`src/rtl/loader_pkg.sv`:
```
// loader_pkg: shared state encodings and framing constants for the UART RAM loader.
package loader_pkg;

    typedef enum logic [1:0] {
        RX_IDLE,
        RX_START,
        RX_DATA,
        RX_STOP
    } rx_state_t;

    typedef enum logic [2:0] {
        L_IDLE,
        L_CNT_HI,
        L_CNT_LO,
        L_DATA_HI,
        L_DATA_LO,
        L_WRITE
    } loader_state_t;

    localparam logic [7:0] SYNC_BYTE      = 8'h55;
    localparam int         BYTES_PER_WORD = 2;

endpackage

```
`src/rtl/uart_rx.sv`:
```
// uart_rx: 8N1 receiver with 2-flop synchroniser, mid-bit sampling and stop-bit framing check.
module uart_rx
    import loader_pkg::*;
#(
    parameter int CLKS_PER_BIT = 434
) (
    input  logic       CLK_50,
    input  logic       resetN,
    input  logic       rx,
    output logic       byte_valid,
    output logic [7:0] byte_data,
    output logic       frame_err
);

    localparam int            CW   = $clog2(CLKS_PER_BIT + 1);
    localparam logic [CW-1:0] FULL = CW'(CLKS_PER_BIT - 1);
    localparam logic [CW-1:0] HALF = CW'(CLKS_PER_BIT / 2 - 1);
    localparam logic [CW-1:0] ONE  = CW'(1);

    rx_state_t     state_q;
    logic          sync1_q;
    logic          sync2_q;
    logic          prev_q;
    logic [CW-1:0] cnt_q;
    logic [2:0]    bit_q;
    logic [7:0]    shift_q;

    always_ff @(posedge CLK_50 or negedge resetN) begin
        if (!resetN) begin
            state_q    <= RX_IDLE;
            sync1_q    <= 1'b1;
            sync2_q    <= 1'b1;
            prev_q     <= 1'b1;
            cnt_q      <= '0;
            bit_q      <= '0;
            shift_q    <= '0;
            byte_valid <= 1'b0;
            byte_data  <= '0;
            frame_err  <= 1'b0;
        end else begin
            sync1_q    <= rx;
            sync2_q    <= sync1_q;
            prev_q     <= sync2_q;
            byte_valid <= 1'b0;
            frame_err  <= 1'b0;
            cnt_q      <= cnt_q - ONE;
            case (state_q)
                RX_IDLE: begin
                    if (prev_q && !sync2_q) begin
                        state_q <= RX_START;
                        cnt_q   <= HALF;
                    end
                end
                RX_START: begin
                    if (cnt_q == '0) begin
                        cnt_q   <= FULL;
                        bit_q   <= '0;
                        state_q <= sync2_q ? RX_IDLE : RX_DATA;
                    end
                end
                RX_DATA: begin
                    if (cnt_q == '0) begin
                        cnt_q   <= FULL;
                        shift_q <= {sync2_q, shift_q[7:1]};
                        bit_q   <= bit_q + 3'd1;
                        state_q <= (bit_q == 3'd7) ? RX_STOP : RX_DATA;
                    end
                end
                RX_STOP: begin
                    if (cnt_q == '0) begin
                        byte_valid <= sync2_q;
                        frame_err  <= !sync2_q;
                        byte_data  <= sync2_q ? shift_q : byte_data;
                        state_q    <= RX_IDLE;
                    end
                end
                default: state_q <= RX_IDLE;
            endcase
        end
    end

endmodule

```
`src/rtl/uart_ram_loader.sv`:
```
// uart_ram_loader: receives SYNC/count/word frames over UART and writes the words
// sequentially into RAM port B, flagging busy/done/framing errors.
module uart_ram_loader
    import loader_pkg::*;
#(
    parameter int CLK_FREQ      = 50_000_000,
    parameter int BAUD          = 115200,
    parameter int DATA_WIDTH    = 16,
    parameter int ADDR_WIDTH    = 12,
    parameter int START_ADDRESS = 0
) (
    input  logic                  CLK_50,
    input  logic                  resetN,
    input  logic                  uart_rx,
    input  logic                  enable,
    output logic [ADDR_WIDTH-1:0] mem_address,
    output logic [DATA_WIDTH-1:0] mem_wdata,
    output logic                  mem_we,
    output logic                  busy,
    output logic                  done,
    output logic                  error,
    output logic [ADDR_WIDTH:0]   words_written
);

    localparam int                    CLKS_PER_BIT = CLK_FREQ / BAUD;
    localparam logic [ADDR_WIDTH-1:0] START_A      = ADDR_WIDTH'(START_ADDRESS);
    localparam logic [ADDR_WIDTH-1:0] A_ONE        = ADDR_WIDTH'(1);
    localparam logic [ADDR_WIDTH:0]   WW_ONE       = {{ADDR_WIDTH{1'b0}}, 1'b1};
    localparam logic [ADDR_WIDTH:0]   WW_MAX       = {1'b1, {ADDR_WIDTH{1'b0}}};

    logic       byte_valid;
    logic [7:0] byte_data;
    logic       frame_err;

    uart_rx #(
        .CLKS_PER_BIT(CLKS_PER_BIT)
    ) u_rx (
        .CLK_50    (CLK_50),
        .resetN    (resetN),
        .rx        (uart_rx),
        .byte_valid(byte_valid),
        .byte_data (byte_data),
        .frame_err (frame_err)
    );

    loader_state_t                        state_q;
    logic [7:0]                           cnt_hi_q;
    logic [15:0]                          left_q;
    logic [8*(BYTES_PER_WORD-1)-1:0]      hi_q;

    always_ff @(posedge CLK_50 or negedge resetN) begin
        if (!resetN) begin
            state_q       <= L_IDLE;
            cnt_hi_q      <= '0;
            left_q        <= '0;
            hi_q          <= '0;
            mem_address   <= START_A;
            mem_wdata     <= '0;
            mem_we        <= 1'b0;
            busy          <= 1'b0;
            done          <= 1'b0;
            error         <= 1'b0;
            words_written <= '0;
        end else begin
            mem_we <= 1'b0;
            done   <= 1'b0;
            // A broken frame aborts whatever transfer is running; idle just records it
            if (frame_err) begin
                error   <= 1'b1;
                busy    <= 1'b0;
                state_q <= L_IDLE;
            end else begin
                case (state_q)
                    L_IDLE: begin
                        if (byte_valid && enable && byte_data == SYNC_BYTE) begin
                            error         <= 1'b0;
                            busy          <= 1'b1;
                            words_written <= '0;
                            mem_address   <= START_A;
                            state_q       <= L_CNT_HI;
                        end
                    end
                    L_CNT_HI: begin
                        if (byte_valid) begin
                            cnt_hi_q <= byte_data;
                            state_q  <= L_CNT_LO;
                        end
                    end
                    L_CNT_LO: begin
                        if (byte_valid) begin
                            left_q  <= {cnt_hi_q, byte_data};
                            done    <= ({cnt_hi_q, byte_data} == 16'd0);
                            busy    <= ({cnt_hi_q, byte_data} != 16'd0);
                            state_q <= ({cnt_hi_q, byte_data} == 16'd0) ? L_IDLE : L_DATA_HI;
                        end
                    end
                    L_DATA_HI: begin
                        if (byte_valid) begin
                            hi_q    <= byte_data;
                            state_q <= L_DATA_LO;
                        end
                    end
                    L_DATA_LO: begin
                        if (byte_valid) begin
                            mem_wdata <= DATA_WIDTH'({hi_q, byte_data});
                            mem_we    <= 1'b1;
                            state_q   <= L_WRITE;
                        end
                    end
                    L_WRITE: begin
                        mem_address   <= mem_address + A_ONE;
                        words_written <= (words_written == WW_MAX) ? words_written : words_written + WW_ONE;
                        left_q        <= left_q - 16'd1;
                        done          <= (left_q == 16'd1);
                        busy          <= (left_q != 16'd1);
                        state_q       <= (left_q == 16'd1) ? L_IDLE : L_DATA_HI;
                    end
                    default: state_q <= L_IDLE;
                endcase
            end
        end
    end

endmodule

```
`config.mk`:
```
export PLATFORM = sky130hd
export DESIGN_NAME = uart_ram_loader
export DESIGN_NICKNAME = d
export VERILOG_FILES = /design/src/rtl/loader_pkg.sv /design/src/rtl/uart_rx.sv /design/src/rtl/uart_ram_loader.sv
export SDC_FILE = /design/constraint.sdc
export NUM_CORES = 1
export LEC_CHECK = 0
export ABC_AREA = 1
export BUFFER_PORTS_ARGS = -buffer_cell sky130_fd_sc_hd__buf_2
export CAP_MARGIN = 20
export CORE_MARGIN = 1
export CORE_UTILIZATION = 35
export CTS_BUF_LIST = sky130_fd_sc_hd__clkbuf_2 sky130_fd_sc_hd__clkbuf_4 sky130_fd_sc_hd__clkbuf_8
export DETAILED_ROUTE_END_ITERATION = 8
export PLACE_DENSITY = 0.48
export SLEW_MARGIN = 30
export SYNTH_ARGS = -nofsm -noshare
export SYNTH_HDL_FRONTEND = slang
export SYNTH_SLANG_ARGS = --single-unit
```
`constraint.sdc`:
```
create_clock -name CLK_50 -period 2.3 [get_ports CLK_50]
set_input_delay 0.115 -clock CLK_50 [delete_from_list [all_inputs] [get_ports CLK_50]]
set_output_delay 0.115 -clock CLK_50 [all_outputs]
set_load 0.02 [all_outputs]
```
==> results of run 1 <==
==> kinds of logic (layout without fill, tap and decap cells) <==
group	after synthesis	in the layout	synth area share [%]
DFF	115	115	46.3
AOI/OAI and AO/OA	125	125	11.4
adders and majority gates	13	13	2.61
and+or+nand+nor	433	433	29.7
buffers and inverters	115	183	8.20
xor gates and xnor gates	12	12	1.69
==> registers in the layout, summed over array words and instances, names as in the netlist, 3 cells and up, named ones only <==
register        count
mem_address        12
cnt_hi_q            8
u_rx.byte_data      8
mem_wdata          16
u_rx.cnt_q          9
left_q             16
u_rx.bit_q          3
hi_q                8
words_written      13
state_q             3
u_rx.shift_q        8
==> through the flow <==
step / setup slack, ns / cell area [µm²] / power (mW) / hold slack, ns / std cells
after floorplan: 0.736 / 6220 / 3.36 / -0.181 / 813
after global placement: 0.449 / 6660 / 3.64 / 0.112 / 1072
after detailed placement: 0.421 / 6660 / 3.67 / 0.115 / 1072
after CTS: 0.421 / 7090 / 5.65 / 0.154 / 1106
after global routing: 0.245 / 7090 / 5.97 / 0.184 / 1106
final: 0.434 / 7090 / 5.58 / 0.182 / 1106
==> critical path, delay by kind of cell, from the launching register on <==
| kind | cells | cell delay (ns) |
|---|---|---|
| AND/OR/NAND/NOR | 6 | 0.90 |
| flip-flops | 1 | 0.49 |
| buffers and inverters | 2 | 0.37 |
==> power by group through the flow <==
stage	logic, mW	registers [mW]	clock network [mW]
after global routing	1.36	2.49	2.12
after global placement	1.15	2.48	0
after floorplan	0.894	2.47	0
after CTS	1.19	2.45	2.02
final	1.17	2.45	1.95
after detailed placement	1.18	2.48	0
==> metal layers <==
metal	GRT usage (%)	routed length, µm
met1	22.6	6960
met2	28.5	7010
met3	3.97	649
met4	5.74	200
met5	0	0
==> layout make-up <==
type	count	area share, %
sequential	115	40.7
tap	225	3.97
clock buffer	19	3.51
timing repair buffer	58	4.73
inverter	93	4.93
multi-input combinational	583	39.9
clock inverter	13	2.26
==> worst paths after layout <==
check                              from  slack (ns)          endpoint  cells past startpoint
setup reg to reg             state_q[2]        0.43  words_written[2]                      8
hold / removal                   resetN        0.18  words_written[9]                      2
min in group CLK_50              enable        0.19             error                      6
hold reg to reg            u_rx.sync1_q        0.36      u_rx.sync2_q                      0
max in group asynchronous        resetN        1.30      u_rx.sync1_q                      3
setup / recovery             state_q[2]        0.43  words_written[2]                      8
==> Yosys cell counts, types with 2 or more instances <==
cell	number
xnor2_1	4
a21oi_1	24
clkbuf_2	2
nor2_2	4
or2_2	3
o21bai_1	2
xor2_1	8
nand3b_1	4
o22ai_1	2
dfrtp_1	112
o21ai_1	7
o21ai_2	11
dfstp_2	3
nor2_4	3
inv_1	89
nand2_4	2
nand3_1	60
buf_2	7
o21ai_0	67
nor3_1	2
nand2_2	10
nor2_1	90
nand4_1	12
o21a_1	8
nand2_1	240
buf_4	6
ha_1	13
inv_2	3
buf_6	6
==> flow_metrics.py, run 1 <==
metrics = {
    "cts": {
        "numClockSinks": 115,
        "post-cts-setup-buffer-count": 0,
        "htreeDepth": 4,
        "clkLatencyLatePin_ns": 0.44,
        "cts_made_buffers": 17,
        "ctsHoldBuffers": 2,
        "clock_path_buffers": 2,
        "cts_root_buf": "clkbuf_8",
        "cts_tree": "built",
        "cts_resized": 0,
        "clkTransAtPathRegs_ns": 0.07,
    },
    "yosys": {
        "async_reset_ff_share_pct": 100,
        "seq_area_frac_synth_pct": 46.3,
        "yosysTopAreaCell": "dfrtp_1",
        "synth.top_cell.area_share_pct": 45.0,
        "synthCells": 813,
        "ys_seq_elements": 115,
        "synth_cell_types": 38,
        "synthFlopType": "dfrtp_1",
        "synthTopCellsByArea": "dfrtp_1 45%, nand2_1 14%, nor2_1 5.4%",
        "syn_nets": 830,
        "synth_warnings": 0,
        "netlist_area_um2": 6220,
        "synth-edff-count": 0,
        "syn_avg_cell_area_um2": 7.65,
    },
    "global_route": {
        "antenna_found_initial": 0,
        "grt_use_total_pct": 17.4,
        "grt_max_degree": 55,
        "grt_pass1_vias": 5055,
        "grt_pass1_wl_mm": 24.8,
        "overflow": 0,
    },
    "power_and_ir_drop": {
        "leakage_nw": 3.35,
        "power_density_nw_per_um2": 787,
        "switching_power_mw": 1.85,
        "vdd_drop_max_uv": 610,
        "swShare_pct": 33.1,
        "p_clk_share_pct": 35.0,
        "internal_power_mw": 3.73,
        "power_frac_seq_pct": 44.0,
        "p_comb_share_pct": 21.0,
    },
    "layout": {
        "mostFrequentLayoutCell": "nand2_1",
        "regArea_um2": 2880,
        "final_util_pct": 40.8,
        "drive_gt1_share_pct": 14.8,
        "nets": 885,
        "multi_input_area_um2": 2830,
        "fill_cells": 1817,
        "final_cell_mix": "240 x nand2_1, 112 x dfrtp_1, 90 x nor2_1, 89 x inv_1, 67 x o21ai_0",
        "area_growth_pct": 13.9,
        "n_antenna_cell": 0,
    },
    "sta": {
        "fmax_mhz": 536,
        "skew_ns": 0.00862,
        "fin_crit_ns": 1.87,
        "max_slew_margin_pct": 66.5,
        "maxSlewViolCount": 0,
        "setup_violations": 0,
        "tightest_slew_ns": 0.501,
        "setup_tns_ns": 0,
        "rsz0062_at_grt": "no",
        "hold_viol": 0,
        "period_share_pct": 81.1,
    },
    "floorplan": {
        "pin_count": 49,
        "fp.dieH_um": 135,
        "fp.dieW_um": 135,
        "placementRows": 48,
        "start_util_pct": 35.8,
        "dieArea_um2": 18300,
        "core_area_um2": 17400,
    },
    "worst_setup_path": {
        "cp_slowest_stage_delay_ns": 0.49,
        "crit_fanout": 25,
        "worstSetupEndpointType": "flip-flop",
        "cp_common_cell": "nand2_1",
        "cp_slowest_cell": "dfrtp_1",
        "cp_cell_sequence": "nand3_2, clkinv_1, nor2_2, nor2_4, nand3_4, inv_1, nand2_1, nand2_1",
        "crit_path_start_kind": "flip-flop",
        "required_ns": 2.63,
        "critPathArrivalTime_ns": 2.19,
        "critPathKind": "flip-flop to flip-flop",
    },
    "detailed_routing": {
        "detail-route-antenna-nets": 0,
        "vias_per_cell": 4.84,
        "routedWlPerCell_um": 13.4,
        "num_vias": 5350,
        "drt-initial-drc-count": 247,
        "detail_route.wirelength_mm": 14.8,
        "dr.pass1.iters": 6,
        "drc_errors": 0,
    },
    "place": {
        "dp_hpwl_mm": 10.6,
        "portBuffers": 48,
        "gp_congestion": 0.864,
    },
    "min_path": {
        "min_path_type": "input pin to asynchronous set/reset pin",
    },
    "flow_run": {
        "cap_violations": 0,
    },
    "outcome": {
        "outcome": "completed",
    },
}
Note: power is estimated with default switching activity, not from simulation.
==> run 2, diff against run 1 <==
--- a/config.mk
+++ b/config.mk
@@ -12,7 +12,7 @@
 export CORE_UTILIZATION = 35
 export CTS_BUF_LIST = sky130_fd_sc_hd__clkbuf_2 sky130_fd_sc_hd__clkbuf_4 sky130_fd_sc_hd__clkbuf_8
 export DETAILED_ROUTE_END_ITERATION = 8
-export PLACE_DENSITY = 0.48
+export PLACE_DENSITY = 0.5
 export SLEW_MARGIN = 30
 export SYNTH_ARGS = -nofsm -noshare
 export SYNTH_HDL_FRONTEND = slang
==> constraint.sdc (replaced) <==
create_clock -name CLK_50 -period 1.6 [get_ports CLK_50]
set_input_delay 0.08 -clock CLK_50 [delete_from_list [all_inputs] [get_ports CLK_50]]
set_output_delay 0.08 -clock CLK_50 [all_outputs]
set_load 0.02 [all_outputs]
==> flow_metrics.py, run 2 (same netlist as run 1, synthesis figures left out) <==
metrics = {
    "place": {
        "portBuffers": 48,
        "postPlaceCellArea_um2": 7200,
        "gp_congestion": 0.782,
        "dp_hpwl_mm": 11.1,
        "dp.cells": 1134,
        "place_ws_ns": -0.00810,
    },
    "worst_setup_path": {
        "cp_slowest_stage_delay_ns": 0.44,
        "worst-r2r-cell-count": 8,
        "rrSetupSlack_ns": 0.11,
        "r2r_start": "state_q[2]",
        "required_ns": 1.94,
        "cp_cell_sequence": "buf_4, nor2_4, nor2_2, nor2_4, nand3_4, buf_4, nand2_2, o21ai_2",
        "reg2reg_to": "words_written[12]",
        "worstSetupEndpointType": "flip-flop",
        "crit_path_start_kind": "flip-flop",
        "cp_slowest_cell": "dfrtp_1",
        "critPathArrivalTime_ns": 1.83,
        "critPathKind": "flip-flop to flip-flop",
        "crit_fanout": 6,
    },
    "global_route": {
        "overflow": 0,
        "grt_pass1_vias": 5265,
        "grt_pass1_wl_mm": 25.5,
        "grt_use_total_pct": 17.8,
        "antenna_found_initial": 0,
        "grt_max_degree": 40,
    },
    "sta": {
        "maxSlewViolCount": 0,
        "setup_violations": 0,
        "max_slew_margin_pct": 62.3,
        "finalWorstSetupSlack_ns": 0.110,
        "tightest_slew_ns": 0.565,
        "period_share_pct": 93.1,
        "fin_crit_ns": 1.49,
        "setup_tns_ns": 0,
        "timing.hold.ws_ns": 0.155,
        "hold_viol": 0,
        "rsz0062_at_grt": "yes",
        "skew_ns": 0.0167,
        "fmax_mhz": 671,
    },
    "floorplan": {
        "core_area_um2": 17400,
        "pin_count": 49,
        "start_util_pct": 35.8,
        "fp.dieH_um": 135,
        "dieArea_um2": 18300,
        "fp.dieW_um": 135,
        "placementRows": 48,
    },
    "power_and_ir_drop": {
        "switching_power_mw": 2.85,
        "power_mw": 8.25,
        "p_comb_share_pct": 26.8,
        "swShare_pct": 34.5,
        "leakage_nw": 3.68,
        "p_clk_share_pct": 31.0,
        "internal_power_mw": 5.40,
        "vdd_drop_max_uv": 771,
        "power_density_nw_per_um2": 1070,
        "power_frac_seq_pct": 42.2,
    },
    "layout": {
        "area_growth_pct": 24.2,
        "final_util_pct": 44.5,
        "drive_gt1_share_pct": 22.8,
        "nets": 955,
        "fill_cells": 1817,
        "final_area_um2": 7720,
        "reg_top3": "left_q x16, mem_wdata x16, words_written x13",
        "stdcell_count": 1176,
        "n_antenna_cell": 0,
        "final_cell_mix": "238 x nand2_1, 111 x dfrtp_1, 87 x inv_1, 85 x nor2_1",
        "mostFrequentLayoutCell": "nand2_1",
    },
    "detailed_routing": {
        "dr.pass1.iters": 5,
        "vias_per_cell": 4.63,
        "routedWlPerCell_um": 12.9,
        "drc_errors": 0,
        "drt-initial-drc-count": 248,
        "detail-route-antenna-nets": 0,
        "detail_route.wirelength_mm": 15.2,
        "num_vias": 5443,
    },
    "cts": {
        "clock_path_buffers": 2,
        "cts_root_buf": "clkbuf_8",
        "numClockSinks": 115,
        "clkLatencyLatePin_ns": 0.44,
        "cts_tree": "built",
        "htreeDepth": 4,
        "clkTransAtPathRegs_ns": 0.08,
        "cts_made_buffers": 17,
    },
    "min_path": {
        "min_path_type": "input pin to asynchronous set/reset pin",
    },
    "outcome": {
        "outcome": "completed",
    },
    "flow_run": {
        "cap_violations": 0,
    },
}
[run 2: cell types whose count changed in the layout (fill, tap and decap cells not counted), sizes merged]
cell      previous run  this run
nand3               62        63
buf                 56       124
clkbuf              19        18
clkinv               8         6
nand2              252       253
bufinv               3         1
inv                 93        97
clkinvlp             2         3
[run 2: area by class of cell]
class / instances / area (µm²) / share of cell area [%]
clock buffers: 18 / 241 / 3.13
clock inverters: 14 / 126 / 1.64
inverters: 93 / 353 / 4.57
multi-input cells: 585 / 2910 / 37.6
flip-flops and latches: 115 / 2880 / 37.3
well taps: 225 / 282 / 3.64
repair buffers: 126 / 932 / 12.1
[run 2: power groups by stage]
stage / Sequential, mW / Combinational, mW / Clock, mW
5_1_grt: 3.53 / 2.51 / 2.76
6_report: 3.48 / 2.21 / 2.55
2_1_floorplan: 3.54 / 1.29 / 0
3_5_place_dp: 3.53 / 2.05 / 0
3_3_place_gp: 3.53 / 2.04 / 0
4_1_cts: 3.48 / 2.07 / 2.66
[run 2: worst max-delay path by stage]
stage	end	from	cells past startpoint
after floorplan	words_written[8]	words_written[0]	8
after global placement	words_written[6]	state_q[1]	9
after detailed placement	u_rx.bit_q[0]	u_rx.cnt_q[0]	7
after CTS	words_written[7]	state_q[0]	8
after global routing	left_q[6]	state_q[2]	8
final	words_written[12]	state_q[2]	8
[run 2: critical path: cells and delay by family (launching register included)]
family / cells / cell delay, ns
simple gates: 5 / 0.57
flops: 1 / 0.44
buf+inv: 2 / 0.35
compound gates: 1 / 0.04
[run 2: per-layer routing]
metal	wire length [µm]	GRT usage [%]	part of all wire [%]
met5	0	0	0
met4	175	6.05	1.2
met3	460	3.74	3.0
met2	7090	29.1	47
met1	7430	23.3	49
[run 2: what timing repair did]
item                                    4_1_cts  5_1_grt
hold buffers                                  2        0
endpoints found under the hold margin        36        0
resized for setup                             1       25
gates cloned                                  0        2
setup buffers                                 0        6
endpoints found under the setup margin        3       56
pin swaps                                     0        6
